<file path="config.mk">
export PLATFORM = sky130hd
export DESIGN_NAME = seg7_floor_reader
export DESIGN_NICKNAME = d
export VERILOG_FILES = /design/src/rtl/seg7_pkg.sv /design/src/rtl/seg7_pattern_match.sv /design/src/rtl/seg7_floor_reader.sv
export SDC_FILE = /design/constraint.sdc
export NUM_CORES = 1
export LEC_CHECK = 0
export CORE_MARGIN = 2
export CORE_UTILIZATION = 63
export CTS_BUF_LIST = sky130_fd_sc_hd__clkbuf_2 sky130_fd_sc_hd__clkbuf_4 sky130_fd_sc_hd__clkbuf_8
export DETAILED_ROUTE_END_ITERATION = 12
export PLACE_DENSITY = 0.86
export SYNTH_ARGS = -nofsm -noshare
export SYNTH_HDL_FRONTEND = slang
export SYNTH_SLANG_ARGS = --single-unit
</file>
<file path="constraint.sdc">
create_clock -name clk -period 7.2 [get_ports clk]
set_clock_uncertainty 0.2 [all_clocks]
set_input_delay 1.08 -clock clk [delete_from_list [all_inputs] [get_ports clk]]
set_output_delay 1.08 -clock clk [all_outputs]
set_load 0.02 [all_outputs]
</file>
<file path="src/rtl/seg7_pkg.sv">
// Shared constants for the seven-segment floor reader: segment patterns
// (bit6=g .. bit0=a) and the reader state encoding.
package seg7_pkg;

    typedef enum logic [1:0] {
        IDLE   = 2'd0,
        SETTLE = 2'd1,
        LOCKED = 2'd2,
        ERROR  = 2'd3
    } state_t;

    localparam logic [6:0] SEG_BLANK = 7'b0000000;
    localparam logic [6:0] SEG_D0    = 7'b0111111;
    localparam logic [6:0] SEG_D1    = 7'b0000110;
    localparam logic [6:0] SEG_D2    = 7'b1011011;
    localparam logic [6:0] SEG_D3    = 7'b1001111;
    localparam logic [6:0] SEG_D4    = 7'b1100110;
    localparam logic [6:0] SEG_D5    = 7'b1101101;
    localparam logic [6:0] SEG_D6    = 7'b1111101;
    localparam logic [6:0] SEG_D7    = 7'b0000111;

    localparam int CNT_W = 8;

endpackage

</file>
<file path="src/rtl/seg7_pattern_match.sv">
// Combinational classifier: segment pattern -> legal digit / blank / illegal.
module seg7_pattern_match
    import seg7_pkg::*;
(
    input  logic [6:0] pattern,
    output logic       is_digit,
    output logic       is_blank,
    output logic [2:0] digit
);

    always_comb begin
        is_digit = 1'b1;
        is_blank = 1'b0;
        digit    = 3'd0;
        case (pattern)
            SEG_D0:    digit = 3'd0;
            SEG_D1:    digit = 3'd1;
            SEG_D2:    digit = 3'd2;
            SEG_D3:    digit = 3'd3;
            SEG_D4:    digit = 3'd4;
            SEG_D5:    digit = 3'd5;
            SEG_D6:    digit = 3'd6;
            SEG_D7:    digit = 3'd7;
            SEG_BLANK: begin
                is_digit = 1'b0;
                is_blank = 1'b1;
            end
            default:   is_digit = 1'b0;
        endcase
    end

endmodule

</file>
<file path="src/rtl/seg7_floor_reader.sv">
// Debounced seven-segment floor indicator reader.
// Optional saturating error-entry counter enabled by macro SEG7_ERR_COUNT_EN.
module seg7_floor_reader
    import seg7_pkg::*;
#(
    parameter int STABLE_CYCLES = 4
)
(
    input  logic       clk,
    input  logic       rst,
    input  logic [6:0] seg_in,
    output logic [2:0] floor_out,
    output logic       floor_valid,
    output logic       floor_change,
    output logic       blank,
    output logic       code_err
`ifdef SEG7_ERR_COUNT_EN
    ,
    output logic [7:0] err_count
`endif
);

    localparam logic [CNT_W:0] STABLE_W = (CNT_W+1)'(STABLE_CYCLES);

    function automatic logic [7:0] sat_inc(input logic [7:0] v);
        return (v == 8'hFF) ? v : v + 8'd1;
    endfunction

    logic [6:0]       sync_p0;
    logic [6:0]       sample;
    logic [6:0]       prev;
    logic [CNT_W-1:0] cnt, cnt_next;
    state_t           state, state_next;
    logic [2:0]       floor_out_next;
    logic             valid_next, change_next, blank_next, err_next;
    logic             have_digit, have_digit_next;
    logic             is_digit, is_blank;
    logic [2:0]       digit;
    logic             changed;
`ifdef SEG7_ERR_COUNT_EN
    logic [7:0]       err_count_next;
`endif

    seg7_pattern_match u_match (
        .pattern  (sample),
        .is_digit (is_digit),
        .is_blank (is_blank),
        .digit    (digit)
    );

    assign changed = (sample != prev);

    always_ff @(posedge clk or posedge rst) begin
        if (rst) begin
            sync_p0      <= '0;
            sample       <= '0;
            prev         <= '0;
            cnt          <= '0;
            state        <= IDLE;
            floor_out    <= 3'd0;
            floor_valid  <= 1'b0;
            floor_change <= 1'b0;
            blank        <= 1'b0;
            code_err     <= 1'b0;
            have_digit   <= 1'b0;
`ifdef SEG7_ERR_COUNT_EN
            err_count    <= 8'd0;
`endif
        end else begin
            sync_p0      <= seg_in;
            sample       <= sync_p0;
            prev         <= sample;
            cnt          <= cnt_next;
            state        <= state_next;
            floor_out    <= floor_out_next;
            floor_valid  <= valid_next;
            floor_change <= change_next;
            blank        <= blank_next;
            code_err     <= err_next;
            have_digit   <= have_digit_next;
`ifdef SEG7_ERR_COUNT_EN
            err_count    <= err_count_next;
`endif
        end
    end

    // cnt counts repeats after the first sample of a run, so a run of
    // STABLE_CYCLES identical samples completes when cnt+2 reaches it.
    always_comb begin
        state_next      = state;
        cnt_next        = cnt;
        floor_out_next  = floor_out;
        valid_next      = floor_valid;
        change_next     = 1'b0;
        blank_next      = blank;
        err_next        = code_err;
        have_digit_next = have_digit;
`ifdef SEG7_ERR_COUNT_EN
        err_count_next  = err_count;
`endif
        if (changed) begin
            state_next = SETTLE;
            cnt_next   = '0;
            valid_next = 1'b0;
            blank_next = 1'b0;
            err_next   = 1'b0;
        end else if (state == SETTLE) begin
            if (({1'b0, cnt} + (CNT_W+1)'(2)) >= STABLE_W) begin
                if (is_digit) begin
                    state_next      = LOCKED;
                    floor_out_next  = digit;
                    valid_next      = 1'b1;
                    change_next     = !have_digit || (digit != floor_out);
                    have_digit_next = 1'b1;
                end else if (is_blank) begin
                    state_next      = IDLE;
                    blank_next      = 1'b1;
                    have_digit_next = 1'b0;
                end else begin
                    state_next      = ERROR;
                    err_next        = 1'b1;
`ifdef SEG7_ERR_COUNT_EN
                    err_count_next  = sat_inc(err_count);
`endif
                end
            end else begin
                cnt_next = cnt + 1'b1;
            end
        end
    end

`ifndef SEG7_ERR_COUNT_EN
    // Keeps the helper referenced when the counter is compiled out.
    logic [7:0] sat_unused;
    assign sat_unused = sat_inc(8'd0);
`endif

endmodule

</file>
* Yosys cells after proc, flatten, opt, wreduce, memory -nomap -nowiden
Index checks and enable logic that the tools add are counted.
** Word-level totals
- Register bits after elaboration :: 39
- Output and inout bits :: 7
** Operators by class
- Equality and inequality tests :: 14
- Magnitude comparators :: 1
- Bitwise gates (word level) :: 1
- Add/subtract/negate cells :: 2
- Muxes and demuxes :: 31
- Reduce and logical (&&, ||, !) cells :: 16
** Operators by type and width (number)
- equality test 7 bit (second input constant) :: 5
- two-way mux 8 bit :: 3
- two-way mux 1 bit :: 22
- case mux 3 bit (7 select lines) :: 1
- AND reduction 4 bit :: 4
- equality test 7 x 3 -> 1 bit (second input constant) :: 2
- two-way mux 2 bit :: 5
- nonzero test 2 bit :: 5
- adder 8 x 2 -> 9 bit (second input constant) :: 1
- >= comparator 9 x 3 -> 1 bit (second input constant) :: 1
- adder 8 x 1 -> 8 bit (second input constant) :: 1
- OR reduction 8 bit :: 1
- equality test 7 x 6 -> 1 bit (second input constant) :: 1
- logical NOT 7 bit :: 1
- inequality test 7 bit :: 1
- inequality test 2 x 1 -> 1 bit (second input constant) :: 2
- AND reduction 2 bit :: 2
- inequality test 3 bit :: 1
- AND reduction 3 bit :: 1
- equality test 2 x 1 -> 1 bit (second input constant) :: 1
- inequality test 2 bit (second input constant) :: 1
- logical NOT 1 bit :: 1
- logical OR 1 bit :: 1
- inverter 1 bit :: 1

* Logic depth before layout (Yosys ltp)
Gate-level depths: netlist of the first run.
- Depth after elaboration :: 8
- Depth in mapped cells :: 8
- Mapped depth without buffers :: 7

* By module
A second synthesis of the first run with hierarchy kept.
** Unflattened totals
- Cell total of the unflattened synthesis :: 142
- Area total of the unflattened synthesis :: 1662.8 um^2
** By module, submodules not included
- seg7_floor_reader :: area an instance 1466.4 um^2, cells each 112, times used 1, seq. area each 975.9 um^2
- seg7_pattern_match :: area an instance 196.4 um^2, cells each 30, times used 1, seq. area each 0.0 um^2

* Worst setup path after synthesis of the first run
OpenSTA, ideal clock, no wires.
- Path kind :: register to register
- Start :: register cnt[1]
- End :: register floor_out[0]
- Library setup time :: 0.125 ns
- Slack :: 4.703 ns
- Stages on the path, launching flop included :: 8
- Period minus slack after synthesis :: 2.497 ns
- Buffers on the path :: 1
- Arrival :: 2.172 ns
- Cells stage by stage :: dfrtp_1 -> ha_1 -> or3_4 -> a2111oi_4 -> nor3b_2 -> and3_1 -> buf_6 -> mux2_4
** On the way
- Word-level cells in the longest chain between the ends :: 3
** Ends and longest elaborated chain
- start: declaration :: RTL line seg7_floor_reader.sv:32 : logic [CNT_W-1:0] cnt, cnt_next;
- start signal: assignment :: RTL line seg7_floor_reader.sv:73 : cnt <= cnt_next;
- adder 8 x 2 -> 9 bit :: RTL line seg7_floor_reader.sv:108 : if (({1'b0, cnt} + (CNT_W+1)'(2)) >= STABLE_W) begin
- >= comparator 9 x 3 -> 1 bit :: RTL line seg7_floor_reader.sv:108
- AND reduction 4 bit (no line)
- end signal: assignment :: RTL line seg7_floor_reader.sv:75 : floor_out <= floor_out_next;
- end: declaration :: RTL line seg7_floor_reader.sv:12 : output logic [2:0] floor_out,
No other way between the ends.
A chain may end at the register's enable or synchronous reset.

* Final worst setup path of the first run
Ends and elaborated chain as after synthesis.

==> results of run 1 <==
## cells in the final DEF, fill, tap and decap left out, types with 3 or more instances in the layout
| cell | instances |
|---|---|
| sky130_fd_sc_hd__clkbuf_4 | 5 |
| sky130_fd_sc_hd__and3_1 | 3 |
| sky130_fd_sc_hd__o21a_1 | 3 |
| sky130_fd_sc_hd__inv_1 | 4 |
| sky130_fd_sc_hd__dfrtp_1 | 39 |
| sky130_fd_sc_hd__ha_1 | 3 |
| sky130_fd_sc_hd__and2_1 | 6 |
| sky130_fd_sc_hd__nand2_1 | 8 |
| sky130_fd_sc_hd__xor2_1 | 7 |
| sky130_fd_sc_hd__nor3_1 | 4 |
| sky130_fd_sc_hd__a21oi_1 | 4 |
| sky130_fd_sc_hd__nand4_1 | 3 |
| sky130_fd_sc_hd__nor2_1 | 6 |
| sky130_fd_sc_hd__a31oi_1 | 4 |
| sky130_fd_sc_hd__clkdlybuf4s50_1 | 15 |
| sky130_fd_sc_hd__xnor2_1 | 6 |
## path summary, 6_finish.rpt
kind	from	endpoint	slack, ps	cells after the start
worst max-delay path	cnt[1]$_DFFE_PP0P_	floor_out[0]$_DFFE_PP0P_	4440	7
worst min-delay path	sync_p0[0]$_DFF_PP0_	sample[0]$_DFF_PP0_	160	0
worst max register to register	cnt[1]$_DFFE_PP0P_	floor_out[0]$_DFFE_PP0P_	4440	7
worst min register to register	sync_p0[0]$_DFF_PP0_	sample[0]$_DFF_PP0_	160	0
max in group asynchronous	rst	floor_change$_DFF_PP0_	5560	3
min in group asynchronous	rst	sync_p0[3]$_DFF_PP0_	920	3
## layer usage
| metal | vias to the layer above | GRT usage [%] | share of wire [%] | routed length [um] |
|---|---|---|---|---|
| met5 | - | 0 | 0 | 0 |
| met1 | 585 | 27.7 | 43 | 1290 |
| li1 | 539 | - | - | - |
| met3 | 6 | 5.58 | 4.4 | 134 |
| met4 | 0 | 9.52 | 1.4 | 41 |
| met2 | 27 | 34.6 | 51 | 1550 |
## metrics by stage
stage / power (W) / util [%] / cells / worst slack (ps) / cell area [sq um]
after floorplan: 0.000246 / - / 144 / 4700 / 1710
after global placement: 0.000252 / 74.3 / 182 / 4470 / 1870
after detailed placement: 0.000254 / 74.3 / 182 / 4330 / 1870
after CTS: 0.000434 / 78.4 / 190 / 4300 / 1980
after global routing: 0.000449 / 78.8 / 190 / 4320 / 1990
final: 0.000432 / 78.8 / 190 / 4440 / 1990
## state kept, by name, indices dropped and copies added (netlist names), 2 cells and up
signal     count
sample         7
cnt            8
state          2
floor_out      3
sync_p0        7
prev           7
## synth_stat cells (2+ instances only)
cell                        instances  area, sq um
sky130_fd_sc_hd__nand2b_1           2         12.5
sky130_fd_sc_hd__clkbuf_1           4         15.0
sky130_fd_sc_hd__nand3b_1           2         15.0
sky130_fd_sc_hd__nand3_1            2         10.0
sky130_fd_sc_hd__a21o_2             2         17.5
sky130_fd_sc_hd__o211a_1            2         20.0
sky130_fd_sc_hd__nor2_1             6         22.5
sky130_fd_sc_hd__and2_1             6         37.5
sky130_fd_sc_hd__nand2_1            8         30.0
sky130_fd_sc_hd__o21a_1             3         22.5
sky130_fd_sc_hd__ha_1               3         37.5
sky130_fd_sc_hd__nor4_1             3         18.8
sky130_fd_sc_hd__a21oi_1            4         20.0
sky130_fd_sc_hd__o21ai_0            2         10.0
sky130_fd_sc_hd__nand4_1            3         18.8
sky130_fd_sc_hd__nor3_1             4         20.0
sky130_fd_sc_hd__xnor2_1            6         52.6
sky130_fd_sc_hd__and3_1             3         18.8
sky130_fd_sc_hd__xor2_1             7         61.3
sky130_fd_sc_hd__inv_1              4         15.0
sky130_fd_sc_hd__a41oi_1            2         17.5
sky130_fd_sc_hd__a31oi_1            4         25.0
sky130_fd_sc_hd__o2111ai_1          2         17.5
sky130_fd_sc_hd__dfrtp_1           39          976
sky130_fd_sc_hd__buf_2              2         10.0
## critical path: stages, from the launching register on
cell and delay (ps):
sky130_fd_sc_hd__dfrtp_1 500, sky130_fd_sc_hd__ha_1 340, sky130_fd_sc_hd__nor3_1 70, sky130_fd_sc_hd__a41oi_1 330, sky130_fd_sc_hd__a2111oi_4 110, sky130_fd_sc_hd__nor3b_2 400, sky130_fd_sc_hd__and3_1 370, sky130_fd_sc_hd__mux2_4 320
## power by group through the flow
| stage | combinational [W] | sequential (W) | clock (W) |
|---|---|---|---|
| 2_1_floorplan | 0.0000143 | 0.000231 | 0 |
| 3_3_place_gp | 0.0000171 | 0.000235 | 0 |
| 3_5_place_dp | 0.0000180 | 0.000236 | 0 |
| 4_1_cts | 0.0000180 | 0.000232 | 0.000184 |
| 5_1_grt | 0.0000207 | 0.000233 | 0.000195 |
| 6_report | 0.0000185 | 0.000232 | 0.000182 |
## final cells by class
class / count / area share, %
Sequential cell: 39 / 49.1
Inverter: 4 / 0.756
Multi-Input combinational cell: 93 / 35.0
Clock buffer: 5 / 1.89
Clock inverter: 3 / 3.40
Tap cell: 30 / 1.89
Timing Repair Buffer: 16 / 7.93
## kinds of logic after synthesis
group,Yosys count
flip-flops,39
AND/OR/NAND/NOR,48
AO/OA/AOI/OAI,28
XOR/XNOR,13
multiplexers,1
adder cells (fa/ha/maj),3
buffers and inverters,12
==> flow_metrics.py, run 1 <==
metrics = {
    "outcome": {
        "status": "finished, final reports clean",
    },
    "pwr": {
        "worst_ir_drop_vdd_uv": 205,
        "p_leak_nw": 0.894,
        "clock_power_share_pct": 42.1,
        "flop_pwr_share_pct": 53.6,
        "switching_share_of_power_pct": 20.9,
        "net_switching_power_of_the_design_w": 0.0000903,
        "internal_power_w": 0.000342,
        "powerDensity_nw_per_um2": 217,
        "p_comb_share_pct": 4.3,
    },
    "synthesis": {
        "synth-compound-area-share_pct": 13.5,
        "synth_simple_gate_area_share_pct": 16.5,
        "yosys.area_share.adder_pct": 2.19,
        "yosys.cell_types.count": 44,
        "post_synth_instance_area_sq_um": 1710,
        "yosys.area_share.xor_xnor_pct": 6.65,
        "proportion_of_synthesized_chip_area_in_sequential_cells_pct": 57.0,
        "syn-instance-count": 144,
        "synth.ff_latch_count": 39,
        "yosys_warnings": 0,
        "postSynthAreaPerCell_sq_um": 11.9,
        "synth_async_reset_ratio_pct": 100,
        "mappedNetlistNets": 156,
        "synth_enable_flop_cells": 0,
        "combinational_family_with_the_most_area_after_synthesis": "simple AND/OR/NAND/NOR gates",
        "synth.mux.area_fraction_pct": 0.877,
        "ys.flop_type": "sky130_fd_sc_hd__dfrtp_1",
    },
    "detailed_routing": {
        "dr.pass1.iters": 5,
        "post_drt_wl_per_cell_um": 15.9,
        "number_of_antenna_violating_nets_in_the_routed_design": 0,
        "routed_wl_mm": 3.01,
        "number_of_vias_after_detailed_routing": 1157,
        "drc_errors": 0,
        "detail_route.vias_per_cell": 6.09,
        "first_iter_violations": 31,
    },
    "grt": {
        "global_route.usage.total_pct": 21.6,
        "wire_length_of_the_first_global_routing_pass_mm": 5.20,
        "grt_pass1_vias": 1167,
        "grt-ovfl-total": 0,
        "number_of_antenna_violations_at_the_first_check_in_global_routing": 0,
        "largest_net_degree_at_the_start_of_global_routing": 40,
    },
    "critical_path": {
        "critPathArrivalTime_ps": 2810,
        "critical_path_class": "reg2reg",
        "required_ps": 7250,
        "endpoint_kind": "flip-flop",
        "startpoint_type": "flip-flop",
        "critical_path_peak_fanout": 8,
    },
    "layout": {
        "fin_nets": 171,
        "post_route_cells_drive_above_1_share_pct": 14.4,
        "fill_count": 154,
        "syn_to_final_growth_pct": 16.1,
        "n_antenna_cell": 0,
        "multi_input_area_sq_um": 696,
        "seqCellArea_sq_um": 976,
    },
    "clocking": {
        "clockRootBuffer": "sky130_fd_sc_hd__clkbuf_4",
        "h-tree-depth": 2,
        "cts.repair.resized": 0,
        "cts_tree": "done",
        "clock_tree.buffer_depth": 2,
        "cts_setup_buffers": 0,
        "cts_buffers": 5,
        "numClockSinks": 39,
        "post_cts_hold_buffer_count": 0,
        "clkSlewWorstSetupHoldPaths_ps": 120,
        "worst_skew_pair.late_latency_ps": 350,
    },
    "timing": {
        "setup_viol": 0,
        "clock.fmax_ghz": 0.362,
        "timing.slew.headroom_pct": 47.0,
        "setup_tns_ps": 0,
        "timing.final.max_slew_violations": 0,
        "tightest_slew_ps": 789,
        "layout_worst_path_cycle_share_pct": 38.3,
        "fin_hold_ws_ps": 157,
        "rsz0062_at_grt": "no",
        "min_period_ps": 2760,
        "timing_hold_violations_final": 0,
    },
    "floorplan": {
        "boundaryPins": 16,
        "dieWidth_um": 56.1,
        "dieHeight_um": 56.1,
        "std_cell_rows": 18,
        "die-area_sq_um": 3150,
        "design.core.area_sq_um": 2520,
        "initial_core_util_pct": 67.9,
    },
    "flow_run": {
        "max_cap_viol_count": 0,
    },
    "min_path": {
        "hp-class": "reg2reg",
    },
    "place": {
        "port-buffer-count": 15,
        "place_congestion": 0.839,
        "dp.final_hpwl_mm": 2.11,
    },
}
Power figures use the tool's default switching activity.
==> run 2, diff against run 1 <==
--- a/config.mk
+++ b/config.mk
@@ -6,10 +6,10 @@
 export NUM_CORES = 1
 export LEC_CHECK = 0
 export CORE_MARGIN = 2
-export CORE_UTILIZATION = 63
+export CORE_UTILIZATION = 53
 export CTS_BUF_LIST = sky130_fd_sc_hd__clkbuf_2 sky130_fd_sc_hd__clkbuf_4 sky130_fd_sc_hd__clkbuf_8
 export DETAILED_ROUTE_END_ITERATION = 12
-export PLACE_DENSITY = 0.86
+export PLACE_DENSITY = 0.78
 export SYNTH_ARGS = -nofsm -noshare
 export SYNTH_HDL_FRONTEND = slang
 export SYNTH_SLANG_ARGS = --single-unit
==> constraint.sdc (replaced) <==
create_clock -name clk -period 2.4 [get_ports clk]
set_clock_uncertainty 0.2 [all_clocks]
set_input_delay 0.36 -clock clk [delete_from_list [all_inputs] [get_ports clk]]
set_output_delay 0.36 -clock clk [all_outputs]
set_load 0.02 [all_outputs]
==> flow_metrics.py, run 2 (synthesis results as in run 1) <==
metrics = {
    "place": {
        "place_ws_ps": 45.4,
        "port-buffer-count": 15,
        "dp.final_hpwl_mm": 2.05,
        "place_congestion": 0.824,
    },
    "timing": {
        "timing.slew.headroom_pct": 69.8,
        "post-route-worst-setup-slack_ps": 102,
        "min_period_ps": 2300,
        "rsz0062_at_grt": "no",
        "timing_hold_violations_final": 0,
        "setup_tns_ps": 0,
        "setup_viol": 0,
        "timing.final.max_slew_violations": 0,
        "fin_hold_ws_ps": 159,
        "clock.fmax_ghz": 0.435,
        "layout_worst_path_cycle_share_pct": 95.7,
        "tightest_slew_ps": 454,
    },
    "critical_path": {
        "r2r-end": "floor_out[0]$_DFFE_PP0P_",
        "critPathArrivalTime_ps": 2350,
        "endpoint_kind": "flip-flop",
        "critical_path_peak_fanout": 7,
        "worst_path_max_delay_cell": "sky130_fd_sc_hd__dfrtp_2",
        "critical_path_class": "reg2reg",
        "critical_path.cell_chain": "ha_4 > or3_4 > a2111oi_4 > nor3b_2 > and3_4 > mux2_4",
        "critical_path.max_stage_delay_ps": 480,
        "cp_top_family": "simple AND/OR/NAND/NOR gates",
        "timing.reg2reg.worst_path_depth": 6,
        "r2r-start": "cnt[1]$_DFFE_PP0P_",
        "startpoint_type": "flip-flop",
        "r2r_slack_ps": 100,
        "required_ps": 2450,
        "critical_path.n_buffers_inverters": 0,
    },
    "layout": {
        "max_reg_flops": 8,
        "seqCellArea_sq_um": 980,
        "n_antenna_cell": 0,
        "regMostFlops": "cnt",
        "fill_count": 244,
        "most-common-layout-cells": "sky130_fd_sc_hd__dfrtp_1, sky130_fd_sc_hd__clkdlybuf4s50_1, sky130_fd_sc_hd__buf_4",
        "syn_to_final_growth_pct": 22.7,
        "fin_nets": 185,
        "final_common_cell": "sky130_fd_sc_hd__dfrtp_1",
        "post_route_cells_drive_above_1_share_pct": 24.1,
        "final_core_util_pct": 68.8,
        "multi_input_area_sq_um": 704,
    },
    "pwr": {
        "internal_power_w": 0.000931,
        "flop_pwr_share_pct": 56.9,
        "powerDensity_nw_per_um2": 572,
        "worst_ir_drop_vdd_uv": 377,
        "p_comb_share_pct": 6.1,
        "clock_power_share_pct": 37.1,
        "p_leak_nw": 0.943,
        "net_switching_power_of_the_design_w": 0.000271,
        "switching_share_of_power_pct": 22.6,
    },
    "floorplan": {
        "die-area_sq_um": 3700,
        "dieHeight_um": 60.8,
        "boundaryPins": 16,
        "design.core.area_sq_um": 3050,
        "initial_core_util_pct": 56.1,
        "dieWidth_um": 60.8,
        "std_cell_rows": 20,
    },
    "flow_run": {
        "max_cap_viol_count": 0,
    },
    "grt": {
        "grt-ovfl-total": 0,
        "wire_length_of_the_first_global_routing_pass_mm": 5.09,
        "global_route.usage.total_pct": 19.3,
        "number_of_antenna_violations_at_the_first_check_in_global_routing": 0,
        "largest_net_degree_at_the_start_of_global_routing": 40,
        "grt_pass1_vias": 1206,
    },
    "detailed_routing": {
        "detail_route.vias_per_cell": 5.39,
        "post_drt_wl_per_cell_um": 13.1,
        "number_of_vias_after_detailed_routing": 1174,
        "drc_errors": 0,
        "first_iter_violations": 52,
        "dr.pass1.iters": 4,
        "routed_wl_mm": 2.86,
        "number_of_antenna_violating_nets_in_the_routed_design": 0,
    },
    "clocking": {
        "cts_tree": "done",
        "post_cts_hold_buffer_count": 0,
        "h-tree-depth": 2,
        "cts_buffers": 5,
        "numClockSinks": 39,
        "worst_skew_pair.late_latency_ps": 350,
        "clock_tree.buffer_depth": 2,
        "clockRootBuffer": "sky130_fd_sc_hd__clkbuf_4",
        "clkSlewWorstSetupHoldPaths_ps": 120,
    },
    "outcome": {
        "status": "finished, final reports clean",
    },
    "min_path": {
        "holdPathStages": 0,
        "destination_of_the_worst_hold_path": "sample[0]$_DFF_PP0_",
        "min_from": "sync_p0[0]$_DFF_PP0_",
        "hp-class": "reg2reg",
    },
}
run 2: cell types whose count changed in the layout (fill, tap and decap cells not counted):
cell                        previous run  this run
sky130_fd_sc_hd__buf_4                 1        15
sky130_fd_sc_hd__dfrtp_1              39        36
sky130_fd_sc_hd__dfrtp_2               0         3
sky130_fd_sc_hd__and3_1                3         2
sky130_fd_sc_hd__and3_4                0         1
sky130_fd_sc_hd__bufinv_16             2         1
sky130_fd_sc_hd__ha_1                  3         2
sky130_fd_sc_hd__ha_4                  0         1
sky130_fd_sc_hd__inv_6                 0         1
sky130_fd_sc_hd__nor4_2                0         1
sky130_fd_sc_hd__nor4_4                1         0
run 2: cell type report:
| class | instances | area share, % |
|---|---|---|
| clock inverters | 3 | 2.20 |
| multi-input cells | 93 | 33.5 |
| flip-flops and latches | 39 | 46.6 |
| inverters | 4 | 0.715 |
| well taps | 44 | 2.62 |
| clock buffers | 5 | 1.79 |
| repair buffers | 30 | 12.5 |
run 2: per-layer routing:
metal | track usage [%] | vias up | share of wire, %
li1 | - | 565 | -
met1 | 21.4 | 573 | 42
met2 | 32.4 | 28 | 51
met3 | 7.68 | 8 | 4.8
met4 | 9.32 | 0 | 2.2
met5 | 0 | - | 0
run 2: through the flow:
step	cells	power [W]	cell area (sq um)
5_1_grt	218	0.00127	2100
3_3_place_gp	207	0.000767	1990
6_report	218	0.00120	2100
2_1_floorplan	144	0.000737	1730
4_1_cts	215	0.00122	2070
3_5_place_dp	207	0.000770	1990
run 2: timing repair:
action / 4_1_cts / 5_1_grt
gates resized for setup: 0 / 3
endpoints found under the setup margin: 0 / 1
buffers inserted: 0 / 3
run 2: worst max-delay path by stage:
stage                                          end                start  slack (ps)  depth (start not counted)
after floorplan           floor_out[0]$_DFFE_PP0P_  sample[6]$_DFF_PP0_          20                          7
after global placement    floor_out[0]$_DFFE_PP0P_   cnt[1]$_DFFE_PP0P_          90                          6
after detailed placement  floor_out[0]$_DFFE_PP0P_   cnt[1]$_DFFE_PP0P_          50                          6
after CTS                 floor_out[0]$_DFFE_PP0P_   cnt[1]$_DFFE_PP0P_          10                          6
after global routing          state[0]$_DFFE_PP0P_   cnt[1]$_DFFE_PP0P_          10                          8
final                     floor_out[0]$_DFFE_PP0P_   cnt[1]$_DFFE_PP0P_         100                          6
run 2: power groups by stage:
stage | Combinational [W] | Sequential, W | Clock (W)
after detailed placement | 0.0000735 | 0.000697 | 0
after CTS | 0.0000741 | 0.000684 | 0.000460
after global placement | 0.0000709 | 0.000696 | 0
after floorplan | 0.0000428 | 0.000694 | 0
final | 0.0000728 | 0.000684 | 0.000446
after global routing | 0.0000816 | 0.000686 | 0.000498
==> run 3, diff against run 2 <==
--- a/config.mk
+++ b/config.mk
@@ -5,11 +5,12 @@
 export SDC_FILE = /design/constraint.sdc
 export NUM_CORES = 1
 export LEC_CHECK = 0
+export ABC_AREA = 1
 export CORE_MARGIN = 2
 export CORE_UTILIZATION = 53
 export CTS_BUF_LIST = sky130_fd_sc_hd__clkbuf_2 sky130_fd_sc_hd__clkbuf_4 sky130_fd_sc_hd__clkbuf_8
 export DETAILED_ROUTE_END_ITERATION = 12
-export PLACE_DENSITY = 0.78
+export PLACE_DENSITY = 0.77
 export SYNTH_ARGS = -nofsm -noshare
 export SYNTH_HDL_FRONTEND = slang
 export SYNTH_SLANG_ARGS = --single-unit
==> flow_metrics.py, run 3 <==
metrics = {
    "timing": {
        "timing.final.max_slew_violations": 0,
        "setup_tns_ps": 0,
        "tightest_slew_ps": 494,
        "min_period_ps": 2030,
        "rsz0062_at_grt": "no",
        "setup_viol": 0,
        "layout_worst_path_cycle_share_pct": 84.6,
        "clock.fmax_ghz": 0.492,
        "timing_hold_violations_final": 0,
        "timing.slew.headroom_pct": 67.0,
    },
    "clocking": {
        "post_cts_hold_buffer_count": 0,
        "clock_tree.buffer_depth": 2,
        "numClockSinks": 39,
        "h-tree-depth": 2,
        "clkSlewWorstSetupHoldPaths_ps": 130,
        "cts_buffers": 5,
        "cts.repair.resized": 0,
        "worst_skew_pair.late_latency_ps": 360,
        "clockRootBuffer": "sky130_fd_sc_hd__clkbuf_4",
        "cts_tree": "done",
        "cts_setup_buffers": 0,
    },
    "synthesis": {
        "synth_async_reset_ratio_pct": 100,
        "mappedNetlistNets": 244,
        "proportion_of_synthesized_chip_area_in_sequential_cells_pct": 52.1,
        "yosys.cell_types.count": 22,
        "yosys.area_share.xor_xnor_pct": 3.27,
        "synthMostInstantiatedCell": "sky130_fd_sc_hd__nand2_1",
        "post_synth_main_area_contributors": "sky130_fd_sc_hd__dfrtp_1, sky130_fd_sc_hd__nand2_1, sky130_fd_sc_hd__inv_1",
        "ys.flop_type": "sky130_fd_sc_hd__dfrtp_1",
        "yosys.area_share.adder_pct": 2.00,
        "synth_simple_gate_area_share_pct": 34.2,
        "yosysTopAreaCell": "sky130_fd_sc_hd__dfrtp_1",
        "synth.mux.area_fraction_pct": 0,
        "post_synth_instance_area_sq_um": 1870,
        "synth-compound-area-share_pct": 2.07,
        "synth_top_area_share_pct": 52.1,
        "ys_top_cells_by_count": "sky130_fd_sc_hd__nand2_1, sky130_fd_sc_hd__dfrtp_1, sky130_fd_sc_hd__inv_1, sky130_fd_sc_hd__nor2_1, sky130_fd_sc_hd__nand3_1",
        "syn-instance-count": 232,
        "yosys_warnings": 0,
        "synth.ff_latch_count": 39,
        "postSynthAreaPerCell_sq_um": 8.08,
        "combinational_family_with_the_most_area_after_synthesis": "simple AND/OR/NAND/NOR gates",
        "synth_enable_flop_cells": 0,
    },
    "pwr": {
        "net_switching_power_of_the_design_w": 0.000277,
        "p_comb_share_pct": 5.3,
        "switching_share_of_power_pct": 23.0,
        "total_power_consumption_of_the_routed_design_w": 0.00121,
        "flop_pwr_share_pct": 57.2,
        "clock_power_share_pct": 37.5,
        "worst_ir_drop_vdd_uv": 429,
        "powerDensity_nw_per_um2": 555,
        "p_leak_nw": 1.09,
        "internal_power_w": 0.000928,
    },
    "grt": {
        "groute.layer.met3.usage_pct": 4.82,
        "grt-busiest-layer": "met2",
        "global_route.usage.total_pct": 17.8,
        "grt.met1_usage_pct": 21.6,
        "number_of_antenna_violations_at_the_first_check_in_global_routing": 0,
        "wire_length_of_the_first_global_routing_pass_mm": 5.53,
        "global_routing_usage_on_met2_pct": 30.5,
        "grt_pass1_vias": 1316,
        "grt-ovfl-total": 0,
        "largest_net_degree_at_the_start_of_global_routing": 40,
    },
    "detailed_routing": {
        "post_drt_wl_per_cell_um": 10.1,
        "detail_route.vias_per_cell": 4.72,
        "dr.pass1.iters": 4,
        "number_of_antenna_violating_nets_in_the_routed_design": 0,
        "number_of_vias_after_detailed_routing": 1426,
        "routed_wl_mm": 3.06,
        "drc_errors": 0,
        "first_iter_violations": 50,
    },
    "critical_path": {
        "critPathArrivalTime_ps": 2130,
        "required_ps": 2500,
        "critical_path_class": "reg2reg",
        "endpoint_kind": "flip-flop",
        "startpoint_type": "flip-flop",
        "critical_path_peak_fanout": 6,
    },
    "floorplan": {
        "initial_core_util_pct": 55.7,
        "design.core.area_sq_um": 3360,
        "dieHeight_um": 63.5,
        "boundaryPins": 16,
        "die-area_sq_um": 4030,
        "dieWidth_um": 63.5,
        "std_cell_rows": 21,
    },
    "place": {
        "place_congestion": 0.839,
        "port-buffer-count": 15,
        "dp.final_hpwl_mm": 2.28,
    },
    "layout": {
        "syn_to_final_growth_pct": 16.0,
        "post_route_cells_drive_above_1_share_pct": 8.59,
        "final_common_cell": "sky130_fd_sc_hd__nand2_1",
        "fin_nets": 267,
        "regMostFlops": "cnt",
        "most-common-layout-cells": "sky130_fd_sc_hd__nand2_1, sky130_fd_sc_hd__dfrtp_1, sky130_fd_sc_hd__inv_1, sky130_fd_sc_hd__nor2_1",
        "max_reg_flops": 8,
        "n_antenna_cell": 0,
    },
    "flow_run": {
        "max_cap_viol_count": 0,
    },
    "min_path": {
        "hp-class": "reg2reg",
    },
    "outcome": {
        "status": "finished, final reports clean",
    },
}
## run 3: metal layers
metal | wire [um] | part of all wire, %
met1 | 1390 | 45
met2 | 1490 | 49
met3 | 125 | 4.1
met4 | 55 | 1.8
met5 | 0 | 0
## run 3: kinds of logic (layout without fill, tap and decap cells)
group	after synthesis	in the layout
AOI/OAI and AO/OA	7	7
and+or+nand+nor	145	145
xor gates and xnor gates	7	7
adders and majority gates	3	3
buffers and inverters	31	55
DFF	39	39
## run 3: through the flow
stage / hold slack (ps) / setup slack (ps) / cell area [sq um] / cells / utilization [%]
2_1_floorplan: 131 / 583 / 1870 / 232 / -
3_3_place_gp: 132 / 436 / 2090 / 294 / 62.1
3_5_place_dp: 136 / 407 / 2090 / 294 / 62.1
4_1_cts: 164 / 367 / 2170 / 302 / 64.7
5_1_grt: 172 / 136 / 2170 / 302 / 64.7
6_report: 159 / 370 / 2170 / 302 / 64.7
## run 3: final timing paths
check	start	end	slack, ps	depth (start not counted)
hold / removal	sync_p0[2]$_DFF_PP0_	sample[2]$_DFF_PP0_	160	0
setup / recovery	cnt[1]$_DFFE_PP0P_	floor_out[0]$_DFFE_PP0P_	370	11
hold reg to reg	sync_p0[2]$_DFF_PP0_	sample[2]$_DFF_PP0_	160	0
setup reg to reg	cnt[1]$_DFFE_PP0P_	floor_out[0]$_DFFE_PP0P_	370	11
min in group asynchronous	rst	cnt[6]$_DFFE_PP0P_	200	3
max in group asynchronous	rst	prev[1]$_DFF_PP0_	1470	3
## run 3: power groups by stage
stage | Combinational [W] | Clock, W | Sequential (W)
2_1_floorplan | 0.0000430 | 0 | 0.000699
3_3_place_gp | 0.0000637 | 0 | 0.000702
3_5_place_dp | 0.0000648 | 0 | 0.000703
4_1_cts | 0.0000651 | 0.000465 | 0.000691
5_1_grt | 0.0000728 | 0.000496 | 0.000693
6_report | 0.0000636 | 0.000452 | 0.000690
## run 3: critical path, stage by stage (launching register included)
cell and delay [ps]:
sky130_fd_sc_hd__dfrtp_1 460, sky130_fd_sc_hd__ha_1 260, sky130_fd_sc_hd__nand2_1 100, sky130_fd_sc_hd__nor2_2 170, sky130_fd_sc_hd__nand3_1 80, sky130_fd_sc_hd__nand2_1 70, sky130_fd_sc_hd__nor2_1 40, sky130_fd_sc_hd__nand2_1 60
sky130_fd_sc_hd__nand2_1 110, sky130_fd_sc_hd__nor2_1 260, sky130_fd_sc_hd__nand2_1 80, sky130_fd_sc_hd__nand2_1 70
## run 3: final cells by class
cell class                      count  area [sq um]
Clock inverter                      3          47.5
Fill cell                         315          1190
Tap cell                           46          57.6
Inverter                           30           113
Multi-Input combinational cell    162           778
Timing Repair Buffer               17           165
Clock buffer                        5          37.5
Sequential cell                    39           976
